**config.mk**
```make
export PLATFORM = sky130hd
export DESIGN_NAME = fir_out_formatter
export DESIGN_NICKNAME = d
export VERILOG_FILES = /design/src/rtl/fir_pkg.sv /design/src/rtl/fir_out_fifo.sv /design/src/rtl/fir_out_formatter.sv
export SDC_FILE = /design/constraint.sdc
export NUM_CORES = 1
export LEC_CHECK = 0
export ABC_AREA = 1
export CORE_MARGIN = 8
export CORE_UTILIZATION = 50
export CTS_CLUSTER_DIAMETER = 80
export DETAILED_ROUTE_END_ITERATION = 12
export GPL_TIMING_DRIVEN = 0
export PLACE_DENSITY = 0.78
export SKIP_CTS_REPAIR_TIMING = 1
export SYNTH_ARGS = -nofsm -noshare
export SYNTH_HDL_FRONTEND = slang
export SYNTH_HIERARCHICAL = 1
export SYNTH_SLANG_ARGS = --single-unit
```
**constraint.sdc**
```tcl
create_clock -name clk -period 2.6 [get_ports clk]
set_input_delay 0.65 -clock clk [delete_from_list [all_inputs] [get_ports clk]]
set_output_delay 0.65 -clock clk [all_outputs]
set_load 0.02 [all_outputs]
```
**src/rtl/fir_pkg.sv**
```systemverilog
// Shared constants, result word type and reference rescale/round/saturate helper for the FIR output stage.
// Build option FIR_OUT_ROUND_EN selects round-half-up instead of floor before the shift.
package fir_pkg;

    localparam int ACC_W      = 41;
    localparam int OUT_W      = 16;
    localparam int FRAC_SHIFT = 15;
    localparam int FIFO_DEPTH = 4;

    localparam logic signed [OUT_W-1:0] SAT_MAX = {1'b0, {(OUT_W-1){1'b1}}};
    localparam logic signed [OUT_W-1:0] SAT_MIN = {1'b1, {(OUT_W-1){1'b0}}};

`ifdef FIR_OUT_ROUND_EN
    localparam logic signed [ACC_W:0] RND_TERM = (ACC_W+1)'(1) << (FRAC_SHIFT-1);
`else
    localparam logic signed [ACC_W:0] RND_TERM = '0;
`endif

    typedef struct packed {
        logic                    sat;
        logic signed [OUT_W-1:0] data;
    } out_word_t;

    function automatic out_word_t sat_round(input logic signed [ACC_W-1:0] acc);
        logic signed [ACC_W:0] r;
        logic signed [ACC_W:0] q;
        out_word_t             w;
        r = $signed({acc[ACC_W-1], acc}) + RND_TERM;
        q = r >>> FRAC_SHIFT;
        if (q > $signed({{(ACC_W+1-OUT_W){1'b0}}, SAT_MAX})) begin
            w.sat  = 1'b1;
            w.data = SAT_MAX;
        end else if (q < $signed({{(ACC_W+1-OUT_W){1'b1}}, SAT_MIN})) begin
            w.sat  = 1'b1;
            w.data = SAT_MIN;
        end else begin
            w.sat  = 1'b0;
            w.data = q[OUT_W-1:0];
        end
        return w;
    endfunction

endpackage

```
**src/rtl/fir_out_fifo.sv**
```systemverilog
// Synchronous show-ahead FIFO: head is read combinationally from storage, with occupancy count.
// A push into a full FIFO is accepted only when a pop frees the head slot in the same cycle.
module fir_out_fifo #(
    parameter int DW    = 17,
    parameter int DEPTH = 4
) (
    input  logic                     clk,
    input  logic                     rst,
    input  logic                     push,
    input  logic [DW-1:0]            wdata,
    input  logic                     pop,
    output logic [DW-1:0]            rdata,
    output logic                     full,
    output logic                     empty,
    output logic                     dropped,
    output logic [$clog2(DEPTH):0]   count
);
    localparam int AW = $clog2(DEPTH);
    localparam int CW = AW + 1;

    logic [DW-1:0] mem_q [DEPTH];
    logic [AW-1:0] wr_ptr_q, wr_ptr_d;
    logic [AW-1:0] rd_ptr_q, rd_ptr_d;
    logic [CW-1:0] count_q, count_d;
    logic          push_ok, pop_ok;

    always_comb begin
        empty    = (count_q == '0);
        full     = (count_q == CW'(DEPTH));
        pop_ok   = pop & ~empty;
        push_ok  = push & (~full | pop_ok);
        dropped  = push & ~push_ok;
        wr_ptr_d = wr_ptr_q + AW'(push_ok);
        rd_ptr_d = rd_ptr_q + AW'(pop_ok);
        count_d  = count_q;
        case ({push_ok, pop_ok})
            2'b10:   count_d = count_q + CW'(1);
            2'b01:   count_d = count_q - CW'(1);
            default: count_d = count_q;
        endcase
    end

    always_ff @(posedge clk) begin
        if (rst) begin
            wr_ptr_q <= '0;
            rd_ptr_q <= '0;
            count_q  <= '0;
        end else begin
            wr_ptr_q <= wr_ptr_d;
            rd_ptr_q <= rd_ptr_d;
            count_q  <= count_d;
        end
    end

    // Storage is not reset; the head is only meaningful while count is non-zero.
    always_ff @(posedge clk) begin
        if (push_ok) begin
            mem_q[wr_ptr_q] <= wdata;
        end
    end

    assign rdata = mem_q[rd_ptr_q];
    assign count = count_q;

endmodule

```
**src/rtl/fir_out_formatter.sv**
```systemverilog
// FIR output formatter: edge-captures the accumulator, rescales/rounds/saturates to OUT_W, buffers in a FIFO.
// Build option FIR_OUT_ROUND_EN adds 2^(FRAC_SHIFT-1) before the shift; otherwise the shift floors.
module fir_out_formatter #(
    parameter int ACC_W      = fir_pkg::ACC_W,
    parameter int OUT_W      = fir_pkg::OUT_W,
    parameter int FRAC_SHIFT = fir_pkg::FRAC_SHIFT,
    parameter int FIFO_DEPTH = fir_pkg::FIFO_DEPTH
) (
    input  logic                          clk,
    input  logic                          rst,
    input  logic [ACC_W-1:0]              acc_in,
    input  logic                          acc_valid,
    output logic [OUT_W-1:0]              dout,
    output logic                          dout_valid,
    input  logic                          dout_ready,
    output logic                          sat_flag,
    output logic                          drop_flag,
    output logic [$clog2(FIFO_DEPTH):0]   fifo_level
);
    localparam int RW = ACC_W + 1;

    localparam logic [OUT_W-1:0] OUT_MAX = {1'b0, {(OUT_W-1){1'b1}}};
    localparam logic [OUT_W-1:0] OUT_MIN = {1'b1, {(OUT_W-1){1'b0}}};
    localparam logic signed [RW-1:0] Q_MAX = {{(RW-OUT_W){1'b0}}, OUT_MAX};
    localparam logic signed [RW-1:0] Q_MIN = {{(RW-OUT_W){1'b1}}, OUT_MIN};

`ifdef FIR_OUT_ROUND_EN
    localparam logic signed [RW-1:0] RND = RW'(1) << (FRAC_SHIFT-1);
`else
    localparam logic signed [RW-1:0] RND = '0;
`endif

    logic               acc_valid_q, acc_valid_d;
    logic               v1_q, v1_d;
    logic               v2_q, v2_d;
    logic [ACC_W-1:0]   acc_r_q, acc_r_d;
    logic [OUT_W:0]     word_q, word_d;
    logic               drop_flag_q, drop_flag_d;
    logic               cap;

    logic signed [RW-1:0] r_w;
    logic signed [RW-1:0] q_w;
    logic [OUT_W-1:0]     data_w;
    logic                 sat_w;

    logic [OUT_W:0]       head;
    logic                 fifo_full, fifo_empty, fifo_drop;

    // Stage 2 arithmetic: sign-extend one bit so the rounding add cannot overflow.
    always_comb begin
        r_w    = $signed({acc_r_q[ACC_W-1], acc_r_q}) + RND;
        q_w    = r_w >>> FRAC_SHIFT;
        sat_w  = 1'b0;
        data_w = q_w[OUT_W-1:0];
        if (q_w > Q_MAX) begin
            sat_w  = 1'b1;
            data_w = OUT_MAX;
        end else if (q_w < Q_MIN) begin
            sat_w  = 1'b1;
            data_w = OUT_MIN;
        end
    end

    always_comb begin
        cap         = acc_valid & ~acc_valid_q;
        acc_valid_d = acc_valid;
        v1_d        = cap;
        acc_r_d     = cap ? acc_in : acc_r_q;
        v2_d        = v1_q;
        word_d      = v1_q ? {sat_w, data_w} : word_q;
        drop_flag_d = drop_flag_q | fifo_drop;
    end

    // acc_valid_q resets high so a level already asserted at reset release is not taken as an edge.
    always_ff @(posedge clk) begin
        if (rst) begin
            acc_valid_q <= 1'b1;
            v1_q        <= 1'b0;
            v2_q        <= 1'b0;
            acc_r_q     <= '0;
            word_q      <= '0;
            drop_flag_q <= 1'b0;
        end else begin
            acc_valid_q <= acc_valid_d;
            v1_q        <= v1_d;
            v2_q        <= v2_d;
            acc_r_q     <= acc_r_d;
            word_q      <= word_d;
            drop_flag_q <= drop_flag_d;
        end
    end

    fir_out_fifo #(
        .DW    (OUT_W + 1),
        .DEPTH (FIFO_DEPTH)
    ) u_fifo (
        .clk     (clk),
        .rst     (rst),
        .push    (v2_q),
        .wdata   (word_q),
        .pop     (dout_ready),
        .rdata   (head),
        .full    (fifo_full),
        .empty   (fifo_empty),
        .dropped (fifo_drop),
        .count   (fifo_level)
    );

    always_comb begin
        dout_valid = ~fifo_empty;
        dout       = fifo_empty ? '0 : head[OUT_W-1:0];
        sat_flag   = fifo_empty ? 1'b0 : head[OUT_W];
        drop_flag  = drop_flag_q;
    end

    logic unused_full;
    assign unused_full = fifo_full;

endmodule

```
Word-level counts from Yosys, hierarchy flattened --
Memories as Yosys holds them, arrays and structs flattened. A register that Yosys moved wholly into a read port is not among the register bits. Cells that the tools add are included.
Word-level totals: memories kept 1, input bits 45, logic and storage cells 41, register bits 69, output and inout bits 22, RAM bits 68
Memory list:
- u_fifo.mem_q | words 4, bits a word 17, read ports 1, clocked after memory_dff 1, wr ports 1, line fir_out_fifo.sv:21 | logic [DW-1:0] mem_q [DEPTH];
Cells by class: add/subtract/negate cells 4, equality and inequality tests 3, bitwise logic cells 10, mux-type cells 10, $lt $le $gt $ge 2, reductions and logical operators 2
Operators by type and width (count):
- 2-to-1 mux 16 bit | 3
- > comparator 26 x 16 -> 1 bit, second input constant | 1
- < comparator 26 x 16 -> 1 bit, second input constant | 1
- one-hot mux 3 bit (2 select lines) | 1
- 2-to-1 mux 1 bit | 5
- adder 2 x 1 -> 2 bit | 2
- AND 1 bit | 4
- inverter 1 bit | 4
- adder 3 x 1 -> 3 bit, second input constant | 1
- equality test 3 bit, second input constant | 1
- logical NOT 3 bit | 1
- subtractor 3 x 1 -> 3 bit, second input constant | 1
- equality test 2 x 1 -> 1 bit, second input constant | 1
- equality test 2 bit, second input constant | 1
- 2-to-1 mux 2 bit | 1
- bitwise OR 1 bit | 2
- nonzero test 2 bit | 1

Logic depth before layout (Yosys ltp) --
depth in word-level cells 8, depth in mapped cells 9, mapped depth without buffers 9

Modules after synthesis --
Netlist, hierarchy kept.
By module, submodules not included:
- fir_out_fifo | instances 1, cells an instance 221, area an instance 2930.3 µm²
- fir_out_formatter | instances 1, cells an instance 267, area an instance 1918.1 µm²

Worst setup path before layout --
No wires, ideal clock.
path kind flip-flop to flip-flop, start register u_fifo.count_q[2], in the netlist u_fifo/count[2], end memory u_fifo.mem_q[0][0], enable pin, stages on the path, launching flop included 7, slack 0.089 ns, path buffers 0, arrival 2.099 ns, path through dfxtp_1 -> inv_1 -> nand2_2 -> nand2_4 -> nand2_1 -> nand2_2 -> nor3_1
Between the ends: cells in the longest elaborated chain, start to end 7, elaborated cells between the ends (all ways) 9, those cells by class eq/ne (1); mux (2); bitwise (5); reduce/logical (1)
Ends and longest elaborated chain:
- start, declared | line fir_out_fifo.sv:24 | logic [CW-1:0] count_q, count_d;
- start signal, assigned | line fir_out_fifo.sv:51 | count_q <= count_d;
- logical NOT 3 bit | line fir_out_fifo.sv:28 | empty = (count_q == '0);
- inverter 1 bit | line fir_out_fifo.sv:30 | pop_ok = pop & ~empty;
- AND 1 bit | line fir_out_fifo.sv:30
- bitwise OR 1 bit * | line fir_out_fifo.sv:31 | push_ok = push & (~full | pop_ok);
- AND 1 bit * | line fir_out_fifo.sv:31
- 2-to-1 mux 1 bit * | line fir_out_fifo.sv:57 | if (push_ok) begin
- 2-to-1 mux 1 bit (implied by the code) * | line fir_out_fifo.sv:58 | mem_q[wr_ptr_q] <= wdata;
- end, declared | line fir_out_fifo.sv:21
Mark *: on every way between the ends. The rest lies on a longest branch, timed or not.

==> run metrics <==
status=completed; Antenna Nets Post-Route=0; Ant. Diodes=0; Setup Skew=0.00589 ns; fin area=0.00619 sq mm; dpl cell area=0.00561 sq mm; grt ovf=0; final hold viol count=0; site row count=36; Slew Limit Fails=0; cell total after placement=678; startpoint types=register; Top Ports=67; largest cells by area after synthesis=edfxtp_1 42%, dfxtp_1 22%, nor2_1 7.1%; reg-to-reg startpoint=u_fifo/count[0]; chip width=114 um; drt wl/cell=15.3 um; worst rel slew slack=29.8%; die area=0.0131 sq mm; Layout Utilization=64.5%; Mapped Nets=536; Peak VDD IR=0.514 mV; CP Capture Type=output port; Initial Util=50.5%; Yosys reg bits=122; top-area cell type share of the netlist area=42.1%; reg2reg setup slack=0.37 ns; Core Region=0.00959 sq mm; final setup TNS=0 ns; DRC=0; final WL=10800 um; placed wire-length estimate=7470 um; Commonest cells post-synth=92 x nor2_1, 68 x edfxtp_1, 60 x o21ai_0, 55 x nand2_1, 54 x dfxtp_1; worst hold start=acc_r_q[21]; pin count of the biggest net entering global routing=17; FFs w/ async S/R, synth=0%; Syn Inst Count=488; root buf cell=clkbuf_8; Max-Cap Viols=0; register area share after synthesis=64.4%; first-pass GRT wire length=17400 um; Max Fclk=0.400 GHz; share of layout cells above drive strength 1=16.5%; area grow syn2layout=27.6%; I/O Buffers=51; via count=3563; Clock transition at path regs=0.06 ns; critical setup path kind=register to output port; TritonCTS Sinks=122; Least-Margin Pin Slew=1.05 ns; clk_lat worst skew=0.51 ns; fin nets=612; Finish-stage setup viols=0; Period minus WS final=2.50 ns; mean post-synth cell area=9.94 sq um; TritonCTS clock tree=built; synthesized cell area=0.00485 sq mm; layout filler cell count=746; DR pass1 iterations=8; area leader, netlist=edfxtp_1; DR iter-0 viols=276; Power Dens Cells=1010 mW/mm^2; initial antenna violation count=0; HP Class=register to register; top-count cell post-synth=nor2_1; vias in the first global route=3628; gr usage total=17.3%; crit path DAT=1.85 ns; Ys Warns=6; Top FF cell, synth=edfxtp_1; post-route insts no fill=709; Post-synth EDFFs=68; crit path from=u_fifo/rd_ptr_q[1]; number of CTS-inserted buffers=17; Pwr Total=6.22 mW; critical path required time=1.95 ns; GPL Wtd Cong=0.851; Max FO, Critical Path=10; CTS max path bufs=2; Via-to-Cell Ratio=5.03; CTS H-Tree Depth=4; Yosys cell types=31; Die Y=114 um; Pleak=2.42 nW; unrepaired setup endpoints after global routing=yes; period utilisation layout=96.2%
## area by class of cell
class / count / area, sq um / area share, %
sequential: 122 / 3120 / 50.5
tap: 133 / 166 / 2.69
multi-input combinational: 288 / 1420 / 23.0
timing repair buffer: 58 / 523 / 8.45
buffer: 23 / 169 / 2.73
clock buffer: 18 / 418 / 6.75
clock inverter: 13 / 154 / 2.49
inverter: 54 / 213 / 3.44
## through the flow
step | setup slack, ns | hold WS [ns]
floorplan | 0.0887 | 0.429
global placement | -1.33 | 0.441
detailed placement | -0.239 | 0.447
CTS | -0.726 | 0.455
global route | -0.00694 | 0.475
finish | 0.0982 | 0.450
## cells by family (layout without fill, tap and decap cells)
logic type                 Yosys count  after routing  synth area share (%)
DFF                                122            122                  64.4
and+or+nand+nor                    167            167                  14.0
AOI/OAI and AO/OA                  116            116                  13.6
buffers and inverters               78            166                  6.68
xor gates and xnor gates             2              2                 0.361
adders and majority gates            3              3                 0.929
## flip-flops by register name, indices dropped and copies added (netlist names)
name	cells
u_fifo/rd_ptr_q	2
u_fifo/mem_q	68
drop_flag	1
acc_r_q	26
acc_valid_q	1
v1_q	1
v2_q	1
u_fifo/count	3
u_fifo/wr_ptr_q	2
word_q	17
## routing by layer
metal / global-route usage, % / wire, um / vias up
li1: - / - / 1780
met1: 18.8 / 4460 / 1648
met2: 30.3 / 5550 / 121
met3: 6.01 / 726 / 14
met4: 6.65 / 101 / 0
met5: 0 / 0 / -
## power breakdown
part / switching, mW / leakage [nW] / internal, mW
clock network: 0.802 / 0.262 / 1.44
logic: 1.15 / 1.08 / 0.680
registers: 0.0530 / 1.07 / 2.10
total: 2.00 / 2.42 / 4.22
## placed cells by master, fill, tap and decap left out, types with 11 or more instances in the layout
| master | instances |
|---|---|
| edfxtp_1 | 68 |
| clkdlybuf4s50_1 | 33 |
| nor2_1 | 92 |
| clkbuf_16 | 16 |
| o21ai_0 | 60 |
| buf_6 | 11 |
| nand2_1 | 55 |
| dfxtp_1 | 54 |
| o22ai_1 | 17 |
| a21oi_1 | 24 |
| inv_1 | 50 |
## worst max-delay path, cell delays in order (launching register included)
cell	delay [ns]
dfxtp_1	0.31
buf_6	0.15
clkinvlp_4	0.14
buf_6	0.16
o21ai_0	0.10
o22ai_1	0.14
inv_1	0.07
nor2_1	0.10
clkbuf_2	0.18
## final timing paths
check,to,cells after the start
worst min register to register,acc_r_q[21],2
worst max-delay path,dout[2],8
worst max register to register,u_fifo/mem_q[2][4],7
worst min-delay path,acc_r_q[21],2
No activity file was read; power rests on OpenSTA's default activity.
==> edit, RTL diff (config.mk and constraints unchanged) <==
Change the package constant `ACC_W` from 41 to 33.
--- a/src/rtl/fir_pkg.sv
+++ b/src/rtl/fir_pkg.sv
@@ -2,7 +2,7 @@
 // Build option FIR_OUT_ROUND_EN selects round-half-up instead of floor before the shift.
 package fir_pkg;
 
-    localparam int ACC_W      = 41;
+    localparam int ACC_W      = 33;
     localparam int OUT_W      = 16;
     localparam int FRAC_SHIFT = 15;
     localparam int FIFO_DEPTH = 4;
Interface: changed (resized acc_in); port bits go from 67 to 59. No check against the original RTL was run, so the function may have changed too.
==> edit against the original RTL <==
Routed wire length down 7.4%. Non-clock buffer count down 12. Synthesized cell count down 10%. Synthesized area down 6.9%. Fmax down 1.3%. Power down 2.7%. Sequential power down 7%. Final area down 7.1%. Setup slack worse by 0.033 ns. Sequential cell count down 8. Core utilization up 1.4 points. First-iteration DRC count down 36%.
==> edit: results (changes against the original RTL) <==
- Worst setup slack for register-to-register paths: 0.48 ns (+0.11 ns)
- Overall fraction of global-route tracks in use: 0.162 (-0.0116)
- Final cell area excluding filler cells: 5750 um2 (-7.1%)
- Non-clock buffer count: 69 (-15%)
- Largest cells by area after synthesis: sky130_fd_sc_hd__edfxtp_1, sky130_fd_sc_hd__dfxtp_1, sky130_fd_sc_hd__o21ai_0
- Final critical-path required period: 2.53 ns (+0.0328 ns)
- DR iter-0 viols: 176 (-36%)
- Insertion delay to the later sink of the worst-skew pair: 0.51 ns (about the same)
- Actual slew at the worst max-slew pin: 0.842 ns (-0.205 ns)
- Share of final-layout standard cells stronger than drive strength 1: 0.182 (+0.0169)
- Number of cells in the finished layout apart from fillers: 625 (-12%)
- # clk buffers: 20 (+2)
- Multi-input comb cells: 248 (-14%)
- Wirelength, routed: 10000 um (-7.4%)
- Post-synthesis sequential area ratio: 0.656 (+0.0120)
- Post-Place Setup Slack: -0.223 ns (+0.0163 ns)
- Placed cell areas: 5150 um2 (-8.2%)
- Seq Cell Count: 114 (-6.6%)
- Largest regs: u_fifo/mem_q (68), acc_r_q (18), word_q (17)
- Unique masters post-synth: 29 (-6.5%)
- Routed via count divided by cell count: 5.30 (+5.4%)
- Core Box Area: 8720 um2 (-9.1%)
- Number of enable flip-flop cells after synthesis: 68 (unchanged)
- Wire length of the first global-routing pass: 16000 um (-7.9%)
- Min-delay src: acc_r_q[25]
- Status: finished clean
- Final layout net count: 544 (-11%)
- Layout fillers: 645 (-14%)
- Worst clock skew: 0.00653 ns (+0.000639 ns)
- Commonest cells post-synth: sky130_fd_sc_hd__edfxtp_1, sky130_fd_sc_hd__nor2_1, sky130_fd_sc_hd__o21ai_0
- Instance count after placement with tap cells included: 593 (-13%)
- Post-Syn Nets: 478 (-11%)
- I/O Buffers: 43 (-16%)
- Total iterations of the first detailed-routing run: 5 (-3)
- Synth Area per Inst: 10.3 um2 (+3.8%)
- Endpoint of the most critical register-to-register path: u_fifo/mem_q[3][9]
- Fraction of area in registers: 0.515 (+0.0106)
- Power Internal: 4100 uW (-2.8%)
- HPWL Detailed: 6640 um (-11%)
- Startpoint of the worst setup timing path: u_fifo/rd_ptr_q[0]
- Final-layout non-clock buffer area share: 0.104 (-0.00780)
- Multi-input gate area in the final layout: 1270 um2 (-11%)
edit: logic make-up after synthesis:
logic type	after synthesis	synth area share
buf+inv	76	0.0698
compound gates	110	0.139
flops	114	0.656
simple gates	133	0.121
xor+xnor	2	0.00388
fa+ha+maj	3	0.00997
edit: critical path, delay by kind of cell (launching register included):
| kind | cells | cell delay (ns) |
|---|---|---|
| flip-flops | 1 | 0.31 |
| AND/OR/NAND/NOR | 2 | 0.21 |
| AO/OA/AOI/OAI | 1 | 0.16 |
| buffers and inverters | 5 | 0.69 |
edit: power groups by stage:
stage	Combinational, uW	Sequential (uW)	Clock (uW)
after floorplan	1060	2060	0
after global placement	1780	2030	0
after detailed placement	1830	2040	0
after CTS	1850	2000	2250
after global routing	1990	2010	2330
final	1820	2000	2230
edit: metal layers:
metal	global-route usage	routed length (um)	up-vias
li1	-	-	1609
met1	0.171	4090	1542
met2	0.284	5110	134
met3	0.0563	582	25
met4	0.0720	260	0
met5	0	0	-
